`config.mk`:
```
export PLATFORM = sky130hd
export DESIGN_NAME = iomem_arbiter
export DESIGN_NICKNAME = d
export VERILOG_FILES = /design/src/rtl/iomem_arbiter.sv
export SDC_FILE = /design/constraint.sdc
export NUM_CORES = 1
export LEC_CHECK = 0
export BUFFER_PORTS_ARGS = -buffer_cell sky130_fd_sc_hd__buf_2
export CAP_MARGIN = 20
export CELL_PAD_IN_SITES_DETAIL_PLACEMENT = 1
export CELL_PAD_IN_SITES_GLOBAL_PLACEMENT = 1
export CORE_AREA = 2 2 175 134
export DETAILED_ROUTE_END_ITERATION = 8
export DIE_AREA = 0 0 177 136
export PLACE_DENSITY = 0.78
export SLEW_MARGIN = 20
export SYNTH_ARGS = -nofsm -noshare
export SYNTH_HDL_FRONTEND = slang
export SYNTH_SLANG_ARGS = --single-unit
export TNS_END_PERCENT = 100
```
`constraint.sdc`:
```
create_clock -name clk -period 1.85 [get_ports clk]
set_clock_uncertainty 0.05 [all_clocks]
set_input_delay 0.0925 -clock clk [delete_from_list [all_inputs] [get_ports clk]]
set_output_delay 0.0925 -clock clk [all_outputs]
set_load 0.1 [all_outputs]
```
`src/rtl/iomem_arbiter.sv`:
```
// Two-master round-robin arbiter in front of one shared memory-mapped peripheral.
// Each transfer is abortable by a BUSY-cycle timeout that returns a fixed read word.
module iomem_arbiter #(
  parameter int unsigned TIMEOUT       = 255,
  parameter logic [31:0] TIMEOUT_RDATA = 32'hFFFF_FFFF
) (
  input  logic        clk,
  input  logic        reset,
  input  logic        m0_valid,
  input  logic [3:0]  m0_wstrb,
  input  logic [31:0] m0_addr,
  input  logic [31:0] m0_wdata,
  output logic [31:0] m0_rdata,
  output logic        m0_ready,
  input  logic        m1_valid,
  input  logic [3:0]  m1_wstrb,
  input  logic [31:0] m1_addr,
  input  logic [31:0] m1_wdata,
  output logic [31:0] m1_rdata,
  output logic        m1_ready,
  output logic        s_valid,
  output logic [3:0]  s_wstrb,
  output logic [31:0] s_addr,
  output logic [31:0] s_wdata,
  input  logic [31:0] s_rdata,
  input  logic        s_ready,
  output logic        err_timeout,
  output logic        grant
);

  typedef enum logic [1:0] {IDLE, BUSY, RESP} state_t;

  localparam logic [15:0] TO_LAST = 16'(TIMEOUT - 1);

  state_t      state_q, state_d;
  logic        grant_q, grant_d;
  logic        s_valid_q, s_valid_d;
  logic [3:0]  s_wstrb_q, s_wstrb_d;
  logic [31:0] s_addr_q, s_addr_d;
  logic [31:0] s_wdata_q, s_wdata_d;
  logic [15:0] cnt_q, cnt_d;
  logic [31:0] m0_rdata_q, m0_rdata_d;
  logic [31:0] m1_rdata_q, m1_rdata_d;
  logic        m0_ready_q, m0_ready_d;
  logic        m1_ready_q, m1_ready_d;
  logic        err_q, err_d;
  logic        sel;
  logic        done;
  logic [31:0] rdata_cap;

  always_comb begin
    state_d    = state_q;
    grant_d    = grant_q;
    s_valid_d  = s_valid_q;
    s_wstrb_d  = s_wstrb_q;
    s_addr_d   = s_addr_q;
    s_wdata_d  = s_wdata_q;
    cnt_d      = cnt_q;
    m0_rdata_d = m0_rdata_q;
    m1_rdata_d = m1_rdata_q;
    m0_ready_d = 1'b0;
    m1_ready_d = 1'b0;
    err_d      = 1'b0;
    // A tie goes to the master that was not served last.
    sel        = (m0_valid && m1_valid) ? ~grant_q : m1_valid;
    done       = 1'b0;
    rdata_cap  = s_rdata;

    case (state_q)
      IDLE: begin
        if (m0_valid || m1_valid) begin
          grant_d   = sel;
          s_wstrb_d = sel ? m1_wstrb : m0_wstrb;
          s_addr_d  = sel ? m1_addr  : m0_addr;
          s_wdata_d = sel ? m1_wdata : m0_wdata;
          cnt_d     = 16'd0;
          s_valid_d = 1'b1;
          state_d   = BUSY;
        end
      end
      BUSY: begin
        if (s_ready) begin
          done = 1'b1;
        end else if (cnt_q == TO_LAST) begin
          done      = 1'b1;
          rdata_cap = TIMEOUT_RDATA;
          err_d     = 1'b1;
        end else if (cnt_q != 16'hFFFF) begin
          cnt_d = cnt_q + 16'd1;
        end
        if (done) begin
          s_valid_d = 1'b0;
          state_d   = RESP;
          if (grant_q) begin
            m1_ready_d = 1'b1;
            m1_rdata_d = rdata_cap;
          end else begin
            m0_ready_d = 1'b1;
            m0_rdata_d = rdata_cap;
          end
        end
      end
      RESP: state_d = IDLE;
      default: begin
        state_d   = IDLE;
        s_valid_d = 1'b0;
      end
    endcase
  end

  always_ff @(posedge clk) begin
    if (reset) begin
      state_q    <= IDLE;
      grant_q    <= 1'b1;
      s_valid_q  <= 1'b0;
      s_wstrb_q  <= 4'd0;
      s_addr_q   <= 32'd0;
      s_wdata_q  <= 32'd0;
      cnt_q      <= 16'd0;
      m0_rdata_q <= 32'd0;
      m1_rdata_q <= 32'd0;
      m0_ready_q <= 1'b0;
      m1_ready_q <= 1'b0;
      err_q      <= 1'b0;
    end else begin
      state_q    <= state_d;
      grant_q    <= grant_d;
      s_valid_q  <= s_valid_d;
      s_wstrb_q  <= s_wstrb_d;
      s_addr_q   <= s_addr_d;
      s_wdata_q  <= s_wdata_d;
      cnt_q      <= cnt_d;
      m0_rdata_q <= m0_rdata_d;
      m1_rdata_q <= m1_rdata_d;
      m0_ready_q <= m0_ready_d;
      m1_ready_q <= m1_ready_d;
      err_q      <= err_d;
    end
  end

  assign m0_rdata    = m0_rdata_q;
  assign m1_rdata    = m1_rdata_q;
  assign m0_ready    = m0_ready_q;
  assign m1_ready    = m1_ready_q;
  assign s_valid     = s_valid_q;
  assign s_wstrb     = s_wstrb_q;
  assign s_addr      = s_addr_q;
  assign s_wdata     = s_wdata_q;
  assign err_timeout = err_q;
  assign grant       = grant_q;

endmodule

```
### Word-level counts from Yosys, hierarchy flattened

Index checks and enable logic that the tools add are counted.

| storage, ports and cells | value |
|---|---|
| flip-flop bits (word level) | 155 |
| input bits | 173 |

| cells by class | value |
|---|---|
| $add $sub $neg | 1 |
| eq/ne operators | 9 |
| multiplexer cells | 22 |
| bitwise operators | 4 |
| reductions and logical operators | 12 |

Operators by type and width:

| operator | count |
|---|---|
| $mux W32 | 4 |
| $mux W16 | 4 |
| $pmux W16 S2 | 1 |
| $add A16 B1 Y16 const B | 1 |
| $eq A16 B8 Y1 const B | 1 |
| $ne A16 B16 Y1 const B | 1 |
| $ne A2 B2 Y1 const B | 5 |
| $reduce_and A3 Y1 | 3 |
| $mux W1 | 8 |
| $reduce_or A3 Y1 | 2 |
| $reduce_and A5 Y1 | 1 |
| $mux W2 | 2 |
| $mux W4 | 1 |
| $not A1 Y1 | 4 |
| $pmux W2 S2 | 1 |
| $reduce_and A2 Y1 | 2 |
| $pmux W1 S3 | 1 |
| $eq A2 B1 Y1 const B | 1 |
| $eq A2 B2 Y1 const B | 1 |
| $logic_not A2 Y1 | 1 |
| $reduce_bool A2 Y1 | 1 |
| $logic_and A1 B1 Y1 | 1 |
| $logic_or A1 B1 Y1 | 1 |

### Longest topological paths before layout

| logic depth | value |
|---|---|
| word-level depth | 6 |
| gate-level depth with buffers | 8 |
| depth with buffers taken out | 7 |

### Worst setup path after synthesis

No wires, ideal clock.

| timing path | value |
|---|---|
| kind | register to register |
| start | reg grant_q, in the netlist grant |
| end | reg s_wdata_q[10], in the netlist s_wdata[10] |
| arrival | 2.195 ns |
| setup slack | -0.481 ns |
| stages on the path, launching flop included | 8 |
| buffers on the path | 4 |
| cell sequence | dfxtp_1 > clkbuf_1 > a21boi_1 > buf_2 > buf_4 > buf_4 > mux2i_1 > a211oi_1 |

| between the ends | value |
|---|---|
| word-level cells in the longest chain between the ends | 3 |

RTL lines:

| what | line | RTL |
|---|---|---|
| from (decl) | 36 | `logic grant_q, grant_d;` |
| from (signal assigned) | 127 | `grant_q <= grant_d;` |
| $not A1 Y1 (no line) | n/a |  |
| $mux W1 | 65 | `sel = (m0_valid && m1_valid) ? ~grant_q : m1_valid;` |
| $mux W32 | 75 | `s_wdata_d = sel ? m1_wdata : m0_wdata;` |
| to (signal assigned) | 131 | `s_wdata_q <= s_wdata_d;` |
| to (decl) | 40 | `logic [31:0] s_wdata_q, s_wdata_d;` |

Every way passes these cells.
A chain may end at the register's enable or synchronous reset.

### Worst setup path after layout

| timing path | value |
|---|---|
| start | reg cnt_q[0] |
| end | reg m1_rdata_q[29], in the netlist m1_rdata[29] |

| between the ends | value |
|---|---|
| word-level cells in the longest chain between the ends | 5 |
| elaborated cells on any way between the ends | 7 |

RTL lines:

| what | line | RTL |
|---|---|---|
| from (decl) | 41 | `logic [15:0] cnt_q, cnt_d;` |
| from (signal assigned) | 132 | `cnt_q <= cnt_d;` |
| $eq A16 B8 Y1 (*) | 84 | `end else if (cnt_q == TO_LAST) begin` |
| $mux W1 | 84 |  |
| $mux W1 | 82 | `if (s_ready) begin` |
| $mux W1 | 69 | `case (state_q)` |
| $reduce_and A3 Y1 (no line) | n/a |  |
| to (signal assigned) | 134 | `m1_rdata_q <= m1_rdata_d;` |
| to (decl) | 43 | `logic [31:0] m1_rdata_q, m1_rdata_d;` |

Every way passes the cells marked *; elsewhere a longest branch is shown, timed or not. The select of a mux whose other input is x is not followed.

==> results by group <==
Global route
  – Largest net degree at the start of global routing: 60
  – Initial antenna violation count: 0
  – GR Overflow Total: 0
  – First-pass GRT wire length: 43000 um
  – Overall global routing resource usage: 0.230
  – Vias in the first global route: approximately 7900

Logic synthesis
  – Number of synthesized flops with an enable pin: 0
  – Top cells by area, synth: dfxtp_1, nor2_1, mux2i_1
  – Yosys reg bits: 155
  – Synth area leader: dfxtp_1
  – Syn Area/Cell: 9.09 sq um
  – Mapped Nets: 901
  – Synth Flop Type: dfxtp_1
  – Synthesis Warnings: 0
  – Post-synth top area share: 0.470
  – Sequential-to-total area share from yosys stat: 0.470
  – Cells after synthesis: roughly 730
  – Mapped cell area: 6600 sq um
  – Distinct cells, synth: ~50
  – Ys async rst share: 0

Pwr
  – Leak Pwr: 5.24 nW
  – Power per cell area: 993 nW/um^2
  – Peak supply drop: roughly 0.55 mV

Floorplanning
  – Vert. Die Dim: 136 um
  – Die Wd: between 150 and 200 um
  – I/O Pins: 310
  – Cell Rows: 48
  – Die area: 24100 sq um
  – Total core area: 22500 sq um
  – Starting density of the core: 0.293

Outcome
  – Violated checks: hold timing, setup timing
  – Status: finished with violations

Routing
  – Drt pass-1 iters: 4
  – Top Metal Used: met4
  – DRC: 0
  – Antenna viol nets, final: 0
  – WL met2: 15700 um
  – Via count: 7545
  – Drt first-iter violations: 316
  – Via/cell ratio: around 5.0
  – Drt total wl: 30700 um
  – Metal3 WL: between 1500 and 2000 um
  – Met1 wire length: 12300 um
  – WL/cell: 20.2 um

Run
  – MaxCap Viol Count: 0

Timing
  – Slew Limit Headroom: 0.517
  – Fmax achieved: 497 MHz
  – Hold Fails Final Rpt: 1
  – Final period util: 1.09
  – Worst setup margin: -161 ps
  – Final Slew Violations: 0
  – Fin crit period: 2010 ps
  – RSZ-0062 raised after global routing: yes
  – Least-Margin Pin Slew: 725 ps
  – Fin Hold WS: -5.73 ps
  – Endpoints failing setup: 56

CTS
  – CTS buffer count: 17
  – Clock transition at the registers of the reported paths: 70 ps
  – H-tree depth: 4
  – Clock net sink count: ~160
  – Root Driver: clkbuf_16
  – Clock latency on the worst-skew pair: about 420 ps
  – Longest Clk Path Bufs: 2
  – CTS tree: built

Cells and area
  – Most frequent cells in the layout: buf_2, nor2_1, dfxtp_1
  – Finished Layout Cells: roughly 1500
  – # nets final: about 1400
  – # fillers: 2559
  – Most common cell after layout, fill and taps aside: buf_2
  – Share of post-route cells with drive strength above 1: 0.444
  – Layout area overhead: 72.6%

Critical path
  – Worst setup SP type: flip-flop
  – Max FO, Critical Path: 5
  – Kind of critical path: reg2reg
  – Worst Setup End Kind: flip-flop
  – Family with the most delay on the worst path: simple AND/OR/NAND/NOR gates
  – Crit-path max cell delay: 330 ps
  – Critical-path cell list: inv_2 -> ha_4 -> nor4b_4 -> a41oi_4 -> nor3b_4 -> buf_6 -> clkbuf_16 -> nor2_4 -> nor3_2
  – Worst Path Buf+Inv: 3
  – Worst Path Required: 2150 ps
  – Critical path's slowest cell: dfxtp_2
  – CP arrival: approximately 2300 ps

Placed design
  – Placer congestion estimate: 0.853
  – Buffers on Ports: 309
  – Dpl ws: -186 ps
  – Inst Count DP: 1325
  – Post-DP HPWL: approximately 17000 um

Hold path
  – Hold Path Class: in2reg
-- cell usage after synthesis (3+ instances only) --
cell and instances:
nor2_1 186, nor3_2 22, dfxtp_1 155, nor4_1 3
a211o_1 4, nand2_1 9, nand4_1 7, clkbuf_1 35
buf_1 5, a21o_1 4, a21oi_1 9, a211oi_1 71
nor2_2 20, o31ai_1 3, buf_4 3, buf_2 10
o2bb2ai_1 3, o21ai_0 6, mux2i_1 68, nand2b_1 5
nand3_1 6, nor3_1 52, buf_6 4, nor2b_1 3
-- registers in the layout, indices dropped and copies added (netlist names) --
signal,flops
m0_rdata,32
m1_rdata,32
s_addr,32
s_wdata,32
cnt_q,16
s_wstrb,4
state_q,2
err_timeout,1
grant,1
m0_ready,1
m1_ready,1
s_valid,1
-- logic make-up (layout without fill, tap and decap cells) --
kind of cell               count (synthesis)  after routing  share of synthesized area
AOI/OAI and AO/OA                        111            111                      0.126
xor gates and xnor gates                   1              1                    0.00133
adders and majority gates                  2              2                    0.00379
buffers and inverters                     59            548                     0.0419
DFF                                      155            155                      0.470
muxes                                     68             68                      0.103
other                                      0              1                          0
and+or+nand+nor                          330            330                      0.253
-- area by class of cell --
class	instances	area, sq um	area share
flip-flops and latches	155	3110	0.273
repair buffers	515	3640	0.320
clock inverters	12	160	0.0141
clock buffers	20	447	0.0392
multi-input cells	512	3650	0.320
inverters	1	3.75	0.000330
well taps	300	375	0.0330
diodes	1	2.50	0.000220
-- power breakdown --
group,internal [mW],total [mW],switching [mW]
Clock,2.18,3.70,1.52
Combinational,0.965,3.83,2.86
Sequential,3.60,3.78,0.179
Total,6.75,11.3,4.56
-- per-layer routing --
layer,global-route usage,vias up
met4,0.0868,0
met1,0.264,3644
met2,0.411,296
met5,0,-
li1,-,3523
met3,0.0570,82
-- worst register-to-register path, delay by kind of cell, from the launching register on --
family,cells,cell delay [ps]
AND/OR/NAND/NOR,4,800
AO/OA/AOI/OAI,1,250
adder cells (fa/ha/maj),1,110
buffers and inverters,3,410
flip-flops,1,330
-- worst paths after layout --
| kind | start | end | slack [ps] | cells after the start |
|---|---|---|---|---|
| worst max-delay path | cnt_q[0] | m1_rdata[29] | -160 | 9 |
| worst min-delay path | m0_addr[28] | s_addr[28] | -6 | 3 |
| worst max register to register | cnt_q[0] | m1_rdata[29] | -160 | 9 |
| worst min register to register | s_wstrb[3] | s_wstrb[3] | 450 | 2 |
-- per-stage QoR --
stage | setup TNS [ps] | total power, mW | util | hold WS, ps | cell area (sq um)
floorplan | 0 | 6.43 | - | 193 | 6600
global placement | -439 | 7.15 | 0.387 | 304 | 8720
detailed placement | -6370 | 7.20 | 0.387 | 312 | 8720
CTS | -841 | 11.2 | 0.483 | 0.643 | 10900
global route | -8450 | 11.7 | 0.506 | 2.82 | 11400
finish | -3860 | 11.3 | 0.506 | -5.73 | 11400
-- timing repair --
item | 4_1_cts | 5_1_grt
buffers inserted | 11 | 11
hold buffers | 130 | 3
hold endpoints to repair | 114 | 2
pin swaps | 28 | 50
gates cloned | 4 | 3
gates resized for setup | 28 | 104
endpoints found under the setup margin | 75 | 81
No activity file was read; power rests on OpenSTA's default activity.
